<file path="src/rtl/cpu_pkg.sv">
// rtl/cpu_pkg.sv - shared write-back select codes, load-type codes and MEM/WB register layout
package cpu_pkg;

    localparam logic [1:0] WB_ALU  = 2'd0;
    localparam logic [1:0] WB_MEM  = 2'd1;
    localparam logic [1:0] WB_LINK = 2'd2;

    localparam logic [2:0] LD_LW  = 3'd0;
    localparam logic [2:0] LD_LH  = 3'd1;
    localparam logic [2:0] LD_LHU = 3'd2;
    localparam logic [2:0] LD_LB  = 3'd3;
    localparam logic [2:0] LD_LBU = 3'd4;

    typedef struct packed {
        logic        valid;
        logic        regwr;
        logic [4:0]  dst;
        logic [1:0]  wbsel;
        logic [2:0]  ldtype;
        logic [1:0]  addr_lo;
        logic [31:0] alu_res;
        logic [31:0] mem_rdata;
        logic [31:0] pc8;
    } mem_wb_t;

endpackage

</file>
<file path="src/rtl/wb_stage_if.sv">
// rtl/wb_stage_if.sv - MEM-stage result bundle in, register-file write port out
interface wb_stage_if;
    logic        m_valid;
    logic        m_regwr;
    logic [4:0]  m_dst;
    logic [1:0]  m_wbsel;
    logic [2:0]  m_ldtype;
    logic [1:0]  m_addr_lo;
    logic [31:0] m_alu_res;
    logic [31:0] m_mem_rdata;
    logic [31:0] m_pc8;
    logic [4:0]  RegWrDst_W;
    logic [31:0] wd;
    logic        wr;

    modport master (
        output m_valid, m_regwr, m_dst, m_wbsel, m_ldtype, m_addr_lo,
               m_alu_res, m_mem_rdata, m_pc8,
        input  RegWrDst_W, wd, wr
    );

    modport slave (
        input  m_valid, m_regwr, m_dst, m_wbsel, m_ldtype, m_addr_lo,
               m_alu_res, m_mem_rdata, m_pc8,
        output RegWrDst_W, wd, wr
    );
endinterface

</file>
<file path="src/rtl/load_align.sv">
// rtl/load_align.sv - little-endian load extraction with sign/zero extension and alignment check
module load_align
    import cpu_pkg::*;
(
    input  logic [31:0] i_word,
    input  logic [1:0]  i_addr_lo,
    input  logic [2:0]  i_ldtype,
    output logic [31:0] o_data,
    output logic        o_misalign,
    output logic        o_bad_type
);

    logic [7:0]  w_byte;
    logic [15:0] w_half;

    assign w_byte = i_word[{i_addr_lo, 3'b000} +: 8];
    assign w_half = i_word[{i_addr_lo[1], 4'b0000} +: 16];

    always_comb begin
        o_data     = '0;
        o_misalign = 1'b0;
        o_bad_type = 1'b0;
        case (i_ldtype)
            LD_LW: begin
                o_data     = i_word;
                o_misalign = (i_addr_lo != 2'd0);
            end
            LD_LH: begin
                o_data     = {{16{w_half[15]}}, w_half};
                o_misalign = i_addr_lo[0];
            end
            LD_LHU: begin
                o_data     = {16'h0000, w_half};
                o_misalign = i_addr_lo[0];
            end
            LD_LB:   o_data = {{24{w_byte[7]}}, w_byte};
            LD_LBU:  o_data = {24'h000000, w_byte};
            default: o_bad_type = 1'b1;
        endcase
    end

endmodule

</file>
<file path="src/rtl/wb_stage.sv">
// rtl/wb_stage.sv - MEM/WB pipeline register, result select and retired-instruction counter
module wb_stage #(
    parameter logic [1:0] WB_ALU  = cpu_pkg::WB_ALU,
    parameter logic [1:0] WB_MEM  = cpu_pkg::WB_MEM,
    parameter logic [1:0] WB_LINK = cpu_pkg::WB_LINK
) (
    input  logic        clk,
    input  logic        rst_n,
    input  logic        stall,
    input  logic        flush,
    wb_stage_if.slave   bus,
    output logic        w_valid,
    output logic        w_misalign,
    output logic [31:0] retired
);
    import cpu_pkg::mem_wb_t;

    mem_wb_t     r_mw;
    logic [31:0] r_retired;
    mem_wb_t     w_next;
    logic [31:0] w_load;
    logic        w_ld_misalign;
    logic        w_bad_type;
    logic [31:0] w_sel_data;
    logic        w_bad_sel;
    logic        w_bad;

    assign w_next = '{valid:     bus.m_valid,
                      regwr:     bus.m_regwr,
                      dst:       bus.m_dst,
                      wbsel:     bus.m_wbsel,
                      ldtype:    bus.m_ldtype,
                      addr_lo:   bus.m_addr_lo,
                      alu_res:   bus.m_alu_res,
                      mem_rdata: bus.m_mem_rdata,
                      pc8:       bus.m_pc8};

    // An instruction leaves the stage when it is not held, or when a flush discards it.
    always_ff @(posedge clk) begin
        if (!rst_n) begin
            r_mw      <= '0;
            r_retired <= '0;
        end else begin
            if (r_mw.valid && (!stall || flush))
                r_retired <= r_retired + 32'd1;
            if (flush)
                r_mw.valid <= 1'b0;
            else if (!stall)
                r_mw <= w_next;
        end
    end

    load_align u_load_align (
        .i_word     (r_mw.mem_rdata),
        .i_addr_lo  (r_mw.addr_lo),
        .i_ldtype   (r_mw.ldtype),
        .o_data     (w_load),
        .o_misalign (w_ld_misalign),
        .o_bad_type (w_bad_type)
    );

    always_comb begin
        w_sel_data = '0;
        w_bad_sel  = 1'b0;
        if (r_mw.wbsel == WB_ALU)
            w_sel_data = r_mw.alu_res;
        else if (r_mw.wbsel == WB_MEM)
            w_sel_data = w_load;
        else if (r_mw.wbsel == WB_LINK)
            w_sel_data = r_mw.pc8;
        else
            w_bad_sel = 1'b1;
    end

    // Unknown select or reserved load type suppresses the write entirely.
    assign w_bad          = w_bad_sel | w_bad_type;
    assign w_valid        = r_mw.valid;
    assign w_misalign     = r_mw.valid & (r_mw.wbsel == WB_MEM) & w_ld_misalign;
    assign retired        = r_retired;
    assign bus.RegWrDst_W = r_mw.dst;
    assign bus.wd         = w_bad ? 32'h0 : w_sel_data;
    assign bus.wr         = r_mw.valid & r_mw.regwr & (r_mw.dst != 5'd0)
                            & ~w_misalign & ~w_bad;

endmodule

</file>
<file path="src/flat_wrapper.sv">
// flat-port wrapper written by rule: the top's interface ports become plain ports
module wb_stage_flat import cpu_pkg::mem_wb_t;
#(
    parameter logic [1:0] WB_ALU  = cpu_pkg::WB_ALU,
    parameter logic [1:0] WB_MEM  = cpu_pkg::WB_MEM,
    parameter logic [1:0] WB_LINK = cpu_pkg::WB_LINK
)
  (clk, rst_n, stall, flush, w_valid, w_misalign, retired, bus_m_valid, bus_m_regwr, bus_m_dst, bus_m_wbsel, bus_m_ldtype, bus_m_addr_lo, bus_m_alu_res, bus_m_mem_rdata, bus_m_pc8, bus_RegWrDst_W, bus_wd, bus_wr);
  wb_stage_if bus_i ();
  input  logic clk;
  input  logic rst_n;
  input  logic stall;
  input  logic flush;
  output logic w_valid;
  output logic w_misalign;
  output logic [31:0] retired;
  input wire logic [$bits(bus_i.m_valid)-1:0] bus_m_valid;
  input wire logic [$bits(bus_i.m_regwr)-1:0] bus_m_regwr;
  input wire logic [$bits(bus_i.m_dst)-1:0] bus_m_dst;
  input wire logic [$bits(bus_i.m_wbsel)-1:0] bus_m_wbsel;
  input wire logic [$bits(bus_i.m_ldtype)-1:0] bus_m_ldtype;
  input wire logic [$bits(bus_i.m_addr_lo)-1:0] bus_m_addr_lo;
  input wire logic [$bits(bus_i.m_alu_res)-1:0] bus_m_alu_res;
  input wire logic [$bits(bus_i.m_mem_rdata)-1:0] bus_m_mem_rdata;
  input wire logic [$bits(bus_i.m_pc8)-1:0] bus_m_pc8;
  output wire logic [$bits(bus_i.RegWrDst_W)-1:0] bus_RegWrDst_W;
  output wire logic [$bits(bus_i.wd)-1:0] bus_wd;
  output wire logic [$bits(bus_i.wr)-1:0] bus_wr;
  assign bus_i.m_valid = bus_m_valid;
  assign bus_i.m_regwr = bus_m_regwr;
  assign bus_i.m_dst = bus_m_dst;
  assign bus_i.m_wbsel = bus_m_wbsel;
  assign bus_i.m_ldtype = bus_m_ldtype;
  assign bus_i.m_addr_lo = bus_m_addr_lo;
  assign bus_i.m_alu_res = bus_m_alu_res;
  assign bus_i.m_mem_rdata = bus_m_mem_rdata;
  assign bus_i.m_pc8 = bus_m_pc8;
  assign bus_RegWrDst_W = bus_i.RegWrDst_W;
  assign bus_wd = bus_i.wd;
  assign bus_wr = bus_i.wr;
  wb_stage #(.WB_ALU(WB_ALU), .WB_MEM(WB_MEM), .WB_LINK(WB_LINK)) u_core (.clk(clk), .rst_n(rst_n), .stall(stall), .flush(flush), .bus(bus_i), .w_valid(w_valid), .w_misalign(w_misalign), .retired(retired));
endmodule
</file>
<file path="config.mk">
export PLATFORM = sky130hd
export DESIGN_NAME = wb_stage_flat
export DESIGN_NICKNAME = d
export VERILOG_FILES = /design/src/rtl/cpu_pkg.sv /design/src/rtl/wb_stage_if.sv /design/src/rtl/load_align.sv /design/src/rtl/wb_stage.sv /design/src/flat_wrapper.sv
export SDC_FILE = /design/constraint.sdc
export NUM_CORES = 1
export LEC_CHECK = 0
export CAP_MARGIN = 25
export CORE_AREA = 2 2 198 151
export CTS_BUF_LIST = sky130_fd_sc_hd__clkbuf_4 sky130_fd_sc_hd__clkbuf_8
export DETAILED_ROUTE_END_ITERATION = 6
export DIE_AREA = 0 0 200 153
export SLEW_MARGIN = 20
export SYNTH_ARGS = -nofsm -noshare
export SYNTH_HDL_FRONTEND = slang
export SYNTH_SLANG_ARGS = --single-unit
</file>
<file path="constraint.sdc">
create_clock -name clk -period 3.49 [get_ports clk]
set_clock_uncertainty 0.05 [all_clocks]
set_input_delay 0.698 -clock clk [delete_from_list [all_inputs] [get_ports clk]]
set_output_delay 0.698 -clock clk [all_outputs]
set_load 0.02 [all_outputs]
</file>
-- Yosys cells after proc, flatten, opt, wreduce, memory -nomap -nowiden
Cells that the tools add are included.
- bits in latches: 0
- memory bits (writable): 0
- input port bits: 114
- bits in read-only memories: 0
- output and inout bits: 72
- memories kept: 0
- word-level logic and storage cells: 52
- register bits after elaboration: 142
- equal/unequal tests: 6
- add/subtract/negate cells: 1
- $mul: 0
- muxes and demuxes: 10
- divide/modulo/power cells: 0
- bitwise operators: 12
- reductions and logical operators: 11
- shift-type cells: 2
- $lt $le $gt $ge: 0
- operator list (cell ; count):
    one-hot mux 32 bit (5 select lines) ; 1
    2-to-1 mux 32 bit ; 4
    adder 32 x 1 -> 32 bit (second input constant) ; 1
    variable part select 32 x 6 -> 16 bit ; 1
    variable part select 32 x 6 -> 8 bit ; 1
    AND 1 bit ; 6
    == test 3 x 2 -> 1 bit (second input constant) ; 2
    inverter 1 bit ; 5
    nonzero test 5 bit ; 1
    OR reduction 5 bit ; 1
    2-to-1 mux 1 bit ; 4
    OR reduction 2 bit ; 2
    == test 3 x 1 -> 1 bit (second input constant) ; 1
    == test 3 bit (second input constant) ; 1
    zero test 3 bit ; 1
    == test 2 x 1 -> 1 bit (second input constant) ; 1
    == test 2 bit (second input constant) ; 1
    zero test 2 bit ; 1
    one-hot mux 1 bit (2 select lines) ; 1
    AND reduction 2 bit ; 1
    nonzero test 2 bit ; 1
    logical AND 1 bit ; 1
    zero test 1 bit ; 1
    logical OR 1 bit ; 1
    OR 1 bit ; 1

-- Longest topological paths before layout
Gate-level depths: netlist of run 1.
- depth in word-level cells: 7
- gate-level depth with buffers: 6
- mapped depth without buffers: 5

-- Cells and area by module
From an unflattened synthesis of run 1, not the netlist that was laid out.
- cells, all modules: 930
- area total of the unflattened synthesis: 7021.7 um2
- modules (own cells, without submodules) (module ; times used ; cells an instance ; seq. area each (um2) ; area an instance (um2)):
    wb_stage ; 1 ; 819 ; 2842.7 ; 6228.5
    load_align ; 1 ; 111 ; 0.0 ; 793.3

-- Worst setup path before layout of run 1
No wires, ideal clock.
- kind: register -> output
- start: register u_core.r_mw[100] in the netlist's numbering
- end: output port bus_wd[0]
- setup slack: 0.916 ns
- data arrival time: 1.826 ns
- cell stages (with the launch flop): 6
- data required time: 2.742 ns
- buffers on the path: 1
- cells stage by stage: dfxtp_1 clkbuf_1 or3b_2 o21ai_1 a31oi_1 a31oi_1
- cells in the longest elaborated chain, start to end: 5
- elaborated cells on any way between the ends: 12
- classes of those cells: eq/ne (4); mux (5); bitwise (1); reduce/logical (2)
- RTL lines (what ; line ; source):
    start, declared ; wb_stage.sv:18 ; mem_wb_t r_mw;
    start signal, assigned ; wb_stage.sv:49 ; r_mw <= w_next;
    == test 3 bit (tied with other cells) ; load_align.sv:23 ; case (i_ldtype)
    one-hot mux 32 bit (5 select lines) / OR reduction 5 bit (equally long branches) ; n/a ;
    2-to-1 mux 32 bit / 2-to-1 mux 1 bit (equally long branches) ; wb_stage.sv:67, load_align.sv:23 ;
    2-to-1 mux 32 bit / OR 1 bit (equally long branches) ; wb_stage.sv:65, wb_stage.sv:76 ;
    2-to-1 mux 32 bit (*) ; wb_stage.sv:81 ; assign bus.wd = w_bad ? 32'h0 : w_sel_data;
    end, declared ; flat_wrapper.sv:27 ; output wire logic [$bits(bus_i.wd)-1:0] bus_wd;
Every way passes the cells marked *; elsewhere a longest branch is shown, timed or not.

-- Final worst setup path of run 1
- start: register u_core.r_mw[96] in the netlist's numbering
- end: output port bus_wd[11]
- cells in the longest elaborated chain, start to end: 5
- RTL lines (what ; line ; source):
    variable part select 32 x 6 -> 8 bit ; load_align.sv:16 ; assign w_byte = i_word[{i_addr_lo, 3'b000} +: 8];
    one-hot mux 32 bit (5 select lines) ; load_align.sv:23 ;
    2-to-1 mux 32 bit ; wb_stage.sv:67 ; else if (r_mw.wbsel == WB_MEM)
    2-to-1 mux 32 bit ; wb_stage.sv:65 ; if (r_mw.wbsel == WB_ALU)
    2-to-1 mux 32 bit ; wb_stage.sv:81 ;
Every way passes these cells.

==> results of run 1 <==
## registers in the layout, summed over array words and instances (netlist names)
register               cells
u_core.r_mw              104
u_core.retired            32
u_core.bus.RegWrDst_W      5
u_core.w_valid             1
## power groups by stage
stage | logic [mW] | clock network, mW | registers (mW)
after global placement | 0.614 | 0 | 1.78
after CTS | 0.617 | 1.40 | 1.74
final | 0.613 | 1.36 | 1.74
after floorplan | 0.318 | 0 | 1.74
after global routing | 0.665 | 1.47 | 1.75
after detailed placement | 0.617 | 0 | 1.77
## routing by layer
layer / vias to the layer above / routed length (um) / global-route usage
met5: - / 38 / 0
met4: 6 / 358 / 0.0490
met3: 26 / 2330 / 0.0545
met2: 272 / 10400 / 0.227
met1: 3370 / 12200 / 0.235
li1: 3510 / - / -
## timing repair
action / CTS / global route
gates cloned: 0 / 0
endpoints found under the setup margin: 32 / 27
resized for setup: 15 / 16
## cell usage after synthesis, types with 2 or more instances
cell / instances / share of area
o22ai_1: 10 / 0.0092
xnor2_1: 2 / 0.0026
nor2b_1: 2 / 0.0018
nand2b_1: 17 / 0.016
o31ai_1: 13 / 0.014
nor3_1: 2 / 0.0015
buf_2: 2 / 0.0015
a21oi_1: 159 / 0.12
mux2i_1: 10 / 0.015
xor2_1: 6 / 0.0077
or3_1: 7 / 0.0064
nand3_1: 19 / 0.014
o221a_2: 8 / 0.013
inv_1: 24 / 0.013
dfxtp_1: 142 / 0.42
and3_1: 3 / 0.0028
or4_1: 13 / 0.014
nand4_1: 10 / 0.0092
a31oi_1: 30 / 0.028
nor2_1: 40 / 0.022
mux2_2: 7 / 0.012
o311ai_0: 4 / 0.0052
o41ai_1: 4 / 0.0052
or2_2: 3 / 0.0028
o21ai_0: 34 / 0.025
buf_1: 4 / 0.0022
clkbuf_1: 66 / 0.036
buf_4: 5 / 0.0055
and4_1: 6 / 0.0077
nand2_1: 256 / 0.14
mux4_2: 2 / 0.0066
## worst max-delay path, delay by kind of cell, from the launching register on
kind	cells	cell delay (ps)
AND/OR/NAND/NOR	2	330
flip-flops	1	450
multiplexers	1	530
buffers and inverters	1	560
AO/OA/AOI/OAI	1	290
## area by class of cell
type	instances	area [sq um]
multi-input combinational	684	3580
clock buffer	20	275
tap	392	490
clock inverter	11	116
timing repair buffer	206	2090
sequential	142	2850
inverter	24	92.6
antenna	3	7.51
fill	3100	19200
## how the worst max path moves through the flow
stage / to / startpoint / slack [ps] / cells past startpoint
CTS: bus_wd[5] / u_core.r_mw[99]$_SDFFE_PN0P_ / -3 / 5
floorplan: bus_wd[0] / u_core.r_mw[100]$_SDFFE_PN0P_ / 920 / 5
detailed placement: bus_wd[14] / u_core.r_mw[96]$_SDFFE_PN0P_ / 290 / 5
finish: bus_wd[11] / u_core.r_mw[96]$_SDFFE_PN0P_ / 110 / 5
global route: bus_wd[11] / u_core.r_mw[96]$_SDFFE_PN0P_ / 0.2 / 5
global placement: bus_wd[11] / u_core.r_mw[96]$_SDFFE_PN0P_ / 310 / 5
## logic make-up (layout without fill, tap and decap cells)
family	count (synthesis)	in the layout	synth area share
and+or+nand+nor	384	384	0.247
AOI/OAI and AO/OA	272	272	0.229
DFF	142	142	0.418
buffers and inverters	102	261	0.0606
muxes	19	19	0.0330
xor gates and xnor gates	8	8	0.0103
adders and majority gates	1	1	0.00184
other	0	3	0
## placed cells by master, fill, tap and decap left out, types with 6 or more instances in the layout
| cell type | n |
|---|---|
| nand2_1 | 255 |
| inv_1 | 23 |
| o22ai_1 | 10 |
| or3_1 | 7 |
| mux2_2 | 7 |
| mux2i_1 | 10 |
| nand3_1 | 19 |
| clkbuf_8 | 20 |
| buf_4 | 15 |
| clkdlybuf4s50_1 | 168 |
| dlymetal6s2s_1 | 11 |
| xor2_1 | 6 |
| o221a_2 | 8 |
| dlygate4sd2_1 | 6 |
| o31ai_1 | 13 |
| o21ai_0 | 33 |
| nor2_1 | 39 |
| a31oi_1 | 30 |
| or4_1 | 13 |
| nand2b_1 | 16 |
| and4_1 | 6 |
| a21oi_1 | 159 |
| dfxtp_1 | 139 |
| nand4_1 | 10 |
==> flow_metrics.env, run 1 <==
export IMPL_hpwl_um=18200
export IMPL_antenna_found_initial=6
export IMPL_die_area_sq_mm=0.0306
export IMPL_synth_area_sq_mm=0.00679
export IMPL_min_period_ps=3380
export IMPL_setup_viol=0
export IMPL_numCtsBuffers=17
export IMPL_post_place_ws_ps=292
export IMPL_criticalPathCategory="flip-flop to output pin"
export IMPL_worstSkewPairLatency_ps=470
export IMPL_final_nets=1190
export IMPL_die_h_um=153
export IMPL_clockBufferDepth=2
export IMPL_setup_ws_ps=114
export IMPL_start_util=0.237
export IMPL_vias=7184
export IMPL_root_buffer="clkbuf_8"
export IMPL_gp_congestion=0.863
export IMPL_combinationalPowerShare=0.165
export IMPL_drcViolationCount=0
export IMPL_r2r_cells=4
export IMPL_ys_types=49
export IMPL_switchingPower_mw=1.06
export IMPL_hp_class="flip-flop to flip-flop"
export IMPL_final_area_sq_mm=0.00950
export IMPL_fmax_mhz=296
export IMPL_drv_slew=0
export IMPL_setup_tns_ps=0
export IMPL_area_growth_syn_to_layout_pct=39.8
export IMPL_cp_start_kind="flip-flop"
export IMPL_grt_overflow=0
export IMPL_ant_nets=0
export IMPL_finalCritPeriodShare=0.967
export IMPL_seq_power_share=0.469
export IMPL_grt_pass1_wl_um=38100
export IMPL_p_per_area_mw_per_mm2=391
export IMPL_drt_iter0_drc=458
export IMPL_worst_pin_slew_ps=606
export IMPL_power_total_mw=3.71
export IMPL_synthFlopType="dfxtp_1"
export IMPL_place_area_sq_mm=0.00904
export IMPL_maxCapViolations=0
export IMPL_power_switching_share=0.285
export IMPL_hold_buffers=0
export IMPL_finalHoldViolations=0
export IMPL_status="complete, no violations"
export IMPL_grt_pass1_vias=6684
export IMPL_viasPerCell=4.85
export IMPL_fp_dieW_um=200
export IMPL_grtUsageTotal=0.163
export IMPL_ir_drop_mv=0.256
export IMPL_cpMaxStageDelayCell="clkdlybuf4s50_1"
export IMPL_final_core_util=0.331
export IMPL_rsz0062_at_grt="no"
export IMPL_syn_inst=928
export IMPL_postCtsSetupBuffers=0
export IMPL_clk_pin_slew_ps=80
export IMPL_yosysSeqAreaShare=0.418
export IMPL_core_area_sq_mm=0.0287
export IMPL_cp_arrival_ps=2630
export IMPL_ys_seq_elements=142
export IMPL_hold_worst_slack_ps=406
export IMPL_drive_gt1_frac=0.0800
export IMPL_synth_edf_count=0
export IMPL_io_buffers=185
export IMPL_postSynthAreaPerCell_sq_um=7.32
export IMPL_worst_path_max_fanout=15
export IMPL_first_pass_iters=7
export IMPL_critPathCaptureType="output pin"
export IMPL_grt_max_degree=110
export IMPL_rrSetupSlack_ps=1340
export IMPL_relSlewSlack=0.596
export IMPL_p_int_mw=2.65
export IMPL_synth_nets=1043
export IMPL_path_cells="mux4_2 > nand4_1 > nand2_2 > o221a_2 > clkdlybuf4s50_1"
export IMPL_p_leak_nw=3.39
export IMPL_clockPowerShare=0.366
export IMPL_r2r_start="u_core.retired[13]$_SDFFE_PN0P_"
export IMPL_numClockSinks=142
export IMPL_post_drt_wl_per_cell_um=17.1
export IMPL_top_level_ports=186
export IMPL_placementRows=54
export IMPL_hold_start="u_core.r_mw[71]$_SDFFE_PN0P_"
export IMPL_fin_cells=1482
export IMPL_r2r_end="u_core.retired[28]$_SDFFE_PN0P_"
export IMPL_htreeDepth=4
export IMPL_hold_end="u_core.r_mw[71]$_SDFFE_PN0P_"
export IMPL_cts_tree="built"
export IMPL_cp_slowest_stage_delay_ps=560
export IMPL_synth_async_reset_ratio=0
export IMPL_dp_cells=1448
export IMPL_routed_wl_um=25300
export IMPL_yosysWarnings=0
export IMPL_holdPathStages=2
export IMPL_required_ps=2740
Note: power is estimated with default switching activity, not from simulation.
==> run 2, diff against run 1 <==
==> constraint.sdc (replaced) <==
create_clock -name clk -period 3.4 [get_ports clk]
set_clock_uncertainty 0.05 [all_clocks]
set_input_delay 0.68 -clock clk [delete_from_list [all_inputs] [get_ports clk]]
set_output_delay 0.68 -clock clk [all_outputs]
set_load 0.005 [all_outputs]
==> flow_metrics.env, run 2 (synthesis gave the netlist of run 1 again) <==
export IMPL_final_area_sq_mm=0.00962
export IMPL_grt_pass1_vias=6559
export IMPL_routed_wl_um=25100
export IMPL_grtUsageTotal=0.162
export IMPL_vias=7212
export IMPL_fmax_mhz=305
export IMPL_numClockSinks=142
export IMPL_clockBufferDepth=2
export IMPL_post_place_ws_ps=311
export IMPL_fp_dieW_um=200
export IMPL_start_util=0.237
export IMPL_cp_start_kind="flip-flop"
export IMPL_grt_max_degree=87
export IMPL_grt_pass1_wl_um=38000
export IMPL_hold_buffers=0
export IMPL_final_cell_mix="nand2_1 (255), clkdlybuf4s50_1 (183), a21oi_1 (159)"
export IMPL_post_drt_wl_per_cell_um=17.0
export IMPL_ir_drop_mv=0.245
export IMPL_setup_viol=0
export IMPL_viasPerCell=4.87
export IMPL_placementRows=54
export IMPL_area_growth_syn_to_layout_pct=41.6
export IMPL_finalHoldViolations=0
export IMPL_final_common_cell="nand2_1"
export IMPL_grt_overflow=0
export IMPL_finalCritPeriodShare=0.966
export IMPL_final_nets=1191
export IMPL_core_area_sq_mm=0.0287
export IMPL_path_cells="or4b_2 > o221ai_4 > nand3_1 > a31oi_2 > clkdlybuf4s50_1"
export IMPL_rrSetupSlack_ps=1230
export IMPL_p_per_area_mw_per_mm2=411
export IMPL_die_area_sq_mm=0.0306
export IMPL_die_h_um=153
export IMPL_min_period_ps=3280
export IMPL_status="complete, no violations"
export IMPL_worst_pin_slew_ps=601
export IMPL_cts_tree="built"
export IMPL_power_total_mw=3.95
export IMPL_hpwl_um=18100
export IMPL_drv_slew=0
export IMPL_relSlewSlack=0.599
export IMPL_gp_congestion=0.888
export IMPL_maxCapViolations=0
export IMPL_top_register="u_core.r_mw"
export IMPL_drcViolationCount=0
export IMPL_cp_slowest_stage_delay_ps=710
export IMPL_first_pass_iters=5
export IMPL_criticalPathCategory="flip-flop to output pin"
export IMPL_required_ps=2670
export IMPL_cp_arrival_ps=2550
export IMPL_io_buffers=185
export IMPL_worst_path_max_fanout=14
export IMPL_worstSkewPairLatency_ps=470
export IMPL_critPathCaptureType="output pin"
export IMPL_htreeDepth=4
export IMPL_p_leak_nw=3.27
export IMPL_clk_pin_slew_ps=80
export IMPL_drive_gt1_frac=0.0863
export IMPL_antenna_found_initial=4
export IMPL_ant_nets=0
export IMPL_dp_cells=1449
export IMPL_largest_register_ffs=104
export IMPL_cpMaxStageDelayCell="or4b_2"
export IMPL_place_area_sq_mm=0.00907
export IMPL_top_level_ports=186
export IMPL_fin_cells=1482
export IMPL_root_buffer="clkbuf_8"
export IMPL_hp_class="flip-flop to flip-flop"
export IMPL_setup_ws_ps=116
export IMPL_drt_iter0_drc=528
export IMPL_numCtsBuffers=17
==> run 2: cell count changes in the layout (fill, tap and decap cells not counted), sizes merged <==
| cell | change |
|---|---|
| clkdlybuf4s50 | +15 |
| buf | +1 |
| clkinv | -2 |
| diode | -2 |
| bufinv | +2 |
| dlymetal6s2s | -9 |
| dlygate4sd2 | -6 |
| clkbuf | +2 |
| clkinvlp | -1 |
==> run 2: worst paths after layout <==
path	depth (start not counted)	from	endpoint
min	2	u_core.r_mw[12]$_SDFFE_PN0P_	u_core.r_mw[12]$_SDFFE_PN0P_
min reg2reg	2	u_core.r_mw[12]$_SDFFE_PN0P_	u_core.r_mw[12]$_SDFFE_PN0P_
max	5	u_core.r_mw[98]$_SDFFE_PN0P_	bus_wd[0]
max reg2reg	4	u_core.retired[8]$_SDFFE_PN0P_	u_core.retired[30]$_SDFFE_PN0P_
==> run 2: what timing repair did <==
action | 4_1_cts | 5_1_grt
buffers inserted | 0 | 0
setup endpoints to repair | 32 | 19
gates resized for setup | 9 | 15
pin swaps | 0 | 2
==> run 2: per-layer routing <==
metal / wire, um / vias to the layer above / part of all wire / GRT usage
li1: - / 3502 / - / -
met1: 11700 / 3402 / 0.46 / 0.230
met2: 10500 / 272 / 0.42 / 0.231
met3: 2510 / 30 / 0.10 / 0.0574
met4: 402 / 6 / 0.016 / 0.0399
met5: 40 / - / 0.0016 / 0
==> run 2: layout make-up <==
cell class	instances	area [sq um]
antenna	1	2.50
clock buffer	22	297
clock inverter	10	159
fill	3088	19100
inverter	24	92.6
multi-input combinational	684	3620
sequential	142	2860
tap	392	490
timing repair buffer	207	2100
==> run 2: critical path: cells and delay by family (launching register included) <==
family	cells	cell delay [ps]
and+or+nand+nor	2	850
DFF	1	390
AOI/OAI and AO/OA	2	310
buffers and inverters	1	530
==> run 2: power breakdown <==
part,leakage [nW],switching (mW),internal [mW]
combinational,1.88,0.283,0.317
sequential,1.16,0.0621,1.72
clock,0.228,0.688,0.884
==> run 2: per-stage QoR <==
stage	hold slack (ps)	utilization	TNS [ps]
after CTS	409	0.333	0
after global placement	393	0.316	0
final	406	0.335	0
after detailed placement	399	0.316	0
after floorplan	383	-	0
after global routing	427	0.335	-2.28
==> run 3, diff against run 2 <==
ABC_AREA = 1   (was default)
CORE_AREA = 2 2 204 156   (was 2 2 198 151)
DIE_AREA = 0 0 206 158   (was 0 0 200 153)
==> flow_metrics.env, run 3 <==
export IMPL_io_buffers=185
export IMPL_maxCapViolations=0
export IMPL_drt_iter0_drc=653
export IMPL_yosysTopAreaCell="dfxtp_1"
export IMPL_r2r_start="u_core.w_valid$_SDFFE_PP0N_"
export IMPL_synthTopCellsByCount="nor2_1 (226), nand2_1 (187), o21ai_0 (176)"
export IMPL_startpoint="u_core.r_mw[97]$_SDFFE_PN0P_"
export IMPL_drive_gt1_frac=0.0591
export IMPL_hpwl_um=20800
export IMPL_final_cell_mix="nor2_1 (226), nand2_1 (187), clkdlybuf4s50_1 (184)"
export IMPL_finalHoldViolations=0
export IMPL_start_util=0.236
export IMPL_die_h_um=158
export IMPL_ir_drop_mv=0.233
export IMPL_vias=7953
export IMPL_drv_slew=0
export IMPL_synthTopCellsByArea="dfxtp_1 (39%), o21ai_0 (12%), nor2_1 (12%)"
export IMPL_numCtsBuffers=17
export IMPL_p_per_area_mw_per_mm2=411
export IMPL_viasPerCell=4.79
export IMPL_yosysWarnings=0
export IMPL_grtUsageTotal=0.178
export IMPL_placementRows=56
export IMPL_ys_types=36
export IMPL_syn_inst=1095
export IMPL_fmax_mhz=302
export IMPL_p_leak_nw=3.65
export IMPL_fillCellCount=3355
export IMPL_ys_seq_elements=142
export IMPL_relSlewSlack=0.485
export IMPL_synth_nets=1210
export IMPL_synthFlopType="dfxtp_1"
export IMPL_cp_slowest_stage_delay_ps=550
export IMPL_clk_pin_slew_ps=80
export IMPL_core_area_sq_mm=0.0307
export IMPL_top_register="u_core.r_mw"
export IMPL_postCtsSetupBuffers=0
export IMPL_cp_start_kind="flip-flop"
export IMPL_final_common_cell="nor2_1"
export IMPL_path_cells="buf_6 > nand2_1 > nand3_1 > nand2_1 > nand2_8 > nand3_1 > nand2_1 > a21oi_1 > clkdlybuf4s50_1"
export IMPL_required_ps=2670
export IMPL_die_area_sq_mm=0.0325
export IMPL_post_drt_wl_per_cell_um=17.3
export IMPL_grt_pass1_wl_um=44000
export IMPL_worstSkewPairLatency_ps=460
export IMPL_synth_async_reset_ratio=0
export IMPL_setup_viol=0
export IMPL_routed_wl_um=28700
export IMPL_area_growth_syn_to_layout_pct=35.9
export IMPL_worst_pin_slew_ps=772
export IMPL_crit_top_cell="nand2_1"
export IMPL_yosysTopAreaCellShare=0.393
export IMPL_hold_buffers=0
export IMPL_final_area_sq_mm=0.00983
export IMPL_place_area_sq_mm=0.00937
export IMPL_final_nets=1355
export IMPL_final_core_util=0.320
export IMPL_hp_class="flip-flop to flip-flop"
export IMPL_yosysMostFrequentCell="nor2_1"
export IMPL_synth_area_sq_mm=0.00723
export IMPL_worst_path_max_fanout=36
export IMPL_grt_pass1_vias=7424
export IMPL_clockBufferDepth=2
export IMPL_critPathCaptureType="output pin"
export IMPL_status="complete, no violations"
export IMPL_synth_edf_count=0
export IMPL_htreeDepth=4
export IMPL_criticalPathCategory="flip-flop to output pin"
export IMPL_yosysSeqAreaShare=0.393
export IMPL_fp_dieW_um=206
export IMPL_largest_register_ffs=104
export IMPL_cts_tree="built"
export IMPL_first_pass_iters=5
export IMPL_hold_start="u_core.r_mw[39]$_SDFFE_PN0P_"
export IMPL_min_period_ps=3310
export IMPL_cp_top_family="buffers and inverters"
export IMPL_gp_congestion=0.900
export IMPL_ant_nets=0
export IMPL_postSynthAreaPerCell_sq_um=6.60
export IMPL_cpMaxStageDelayCell="clkdlybuf4s50_1"
export IMPL_grt_max_degree=80
export IMPL_finalCritPeriodShare=0.972
export IMPL_ctsResizeCount=4
export IMPL_top_level_ports=186
export IMPL_cp_arrival_ps=2580
export IMPL_grt_overflow=0
export IMPL_path_buf_inv=2
export IMPL_numClockSinks=142
export IMPL_root_buffer="clkbuf_8"
export IMPL_drcViolationCount=0
export IMPL_antenna_found_initial=2
==> run 3: cell count changes in the layout (fill, tap and decap cells not counted), sizes merged, moves of 17 or more <==
cell / previous run / this run
nor2: 40 / 233
o21ai: 35 / 182
a21oi: 159 / 81
nand2: 256 / 194
inv: 24 / 73
o211ai: 0 / 43
a31oi: 30 / 1
nand3: 19 / 37
nand2b: 17 / 0
==> run 3: kinds of logic after synthesis <==
kind of cell | share of synthesized area
DFF | 0.393
AOI/OAI and AO/OA | 0.235
buffers and inverters | 0.0881
and+or+nand+nor | 0.281
adders and majority gates | 0.00173
muxes | 0.00138
==> run 3: path summary, 6_finish.rpt <==
check / end / slack [ps] / cells after the start
worst max-delay path: bus_wd[15] / 90 / 9
worst min register to register: u_core.r_mw[39]$_SDFFE_PN0P_ / 450 / 2
worst max register to register: u_core.retired[22]$_SDFFE_PN0P_ / 1500 / 7
worst min-delay path: u_core.r_mw[39]$_SDFFE_PN0P_ / 450 / 2
==> run 3: final cells by class <==
cell class | instances | area [sq um] | share of cell area
clock buffer | 20 | 263 | 0.0267
antenna | 1 | 2.50 | 0.000255
clock inverter | 11 | 143 | 0.0145
sequential | 142 | 2840 | 0.289
inverter | 73 | 284 | 0.0289
multi-input combinational | 808 | 3790 | 0.386
timing repair buffer | 198 | 1990 | 0.203
tap | 406 | 508 | 0.0517
==> run 3: worst register-to-register path: stages, from the launching register on <==
cell and delay [ps]:
dfxtp_1 510, nand2_2 260, nor2_2 290, nand4_1 240, nor2_1 250, nand3_1 100, nand2_1 70, nor2_1 40
==> run 3: power breakdown <==
part	switching, mW	internal, mW
clock	0.692	0.754
sequential	0.0643	1.75
combinational	0.420	0.364
total	1.18	2.87
==> run 3: per-layer routing <==
layer,GRT usage,routed length [um],up-vias
li1,-,-,3911
met4,0.0541,653,2
met2,0.235,11000,310
met3,0.0441,2200,40
met1,0.275,14800,3690
met5,0,13,-
==> run 3: stage by stage <==
| step | worst slack (ps) | hold WS [ps] | cells | power (mW) | setup TNS, ps |
|---|---|---|---|---|---|
| detailed placement | 359 | 428 | 1627 | 2.61 | 0 |
| global route | -14.2 | 485 | 1659 | 4.24 | -15.2 |
| finish | 94.2 | 446 | 1659 | 4.04 | 0 |
| global placement | 383 | 425 | 1627 | 2.62 | 0 |
| floorplan | 1450 | 394 | 1095 | 2.20 | 0 |
| CTS | 8.95 | 437 | 1658 | 4.08 | 0 |
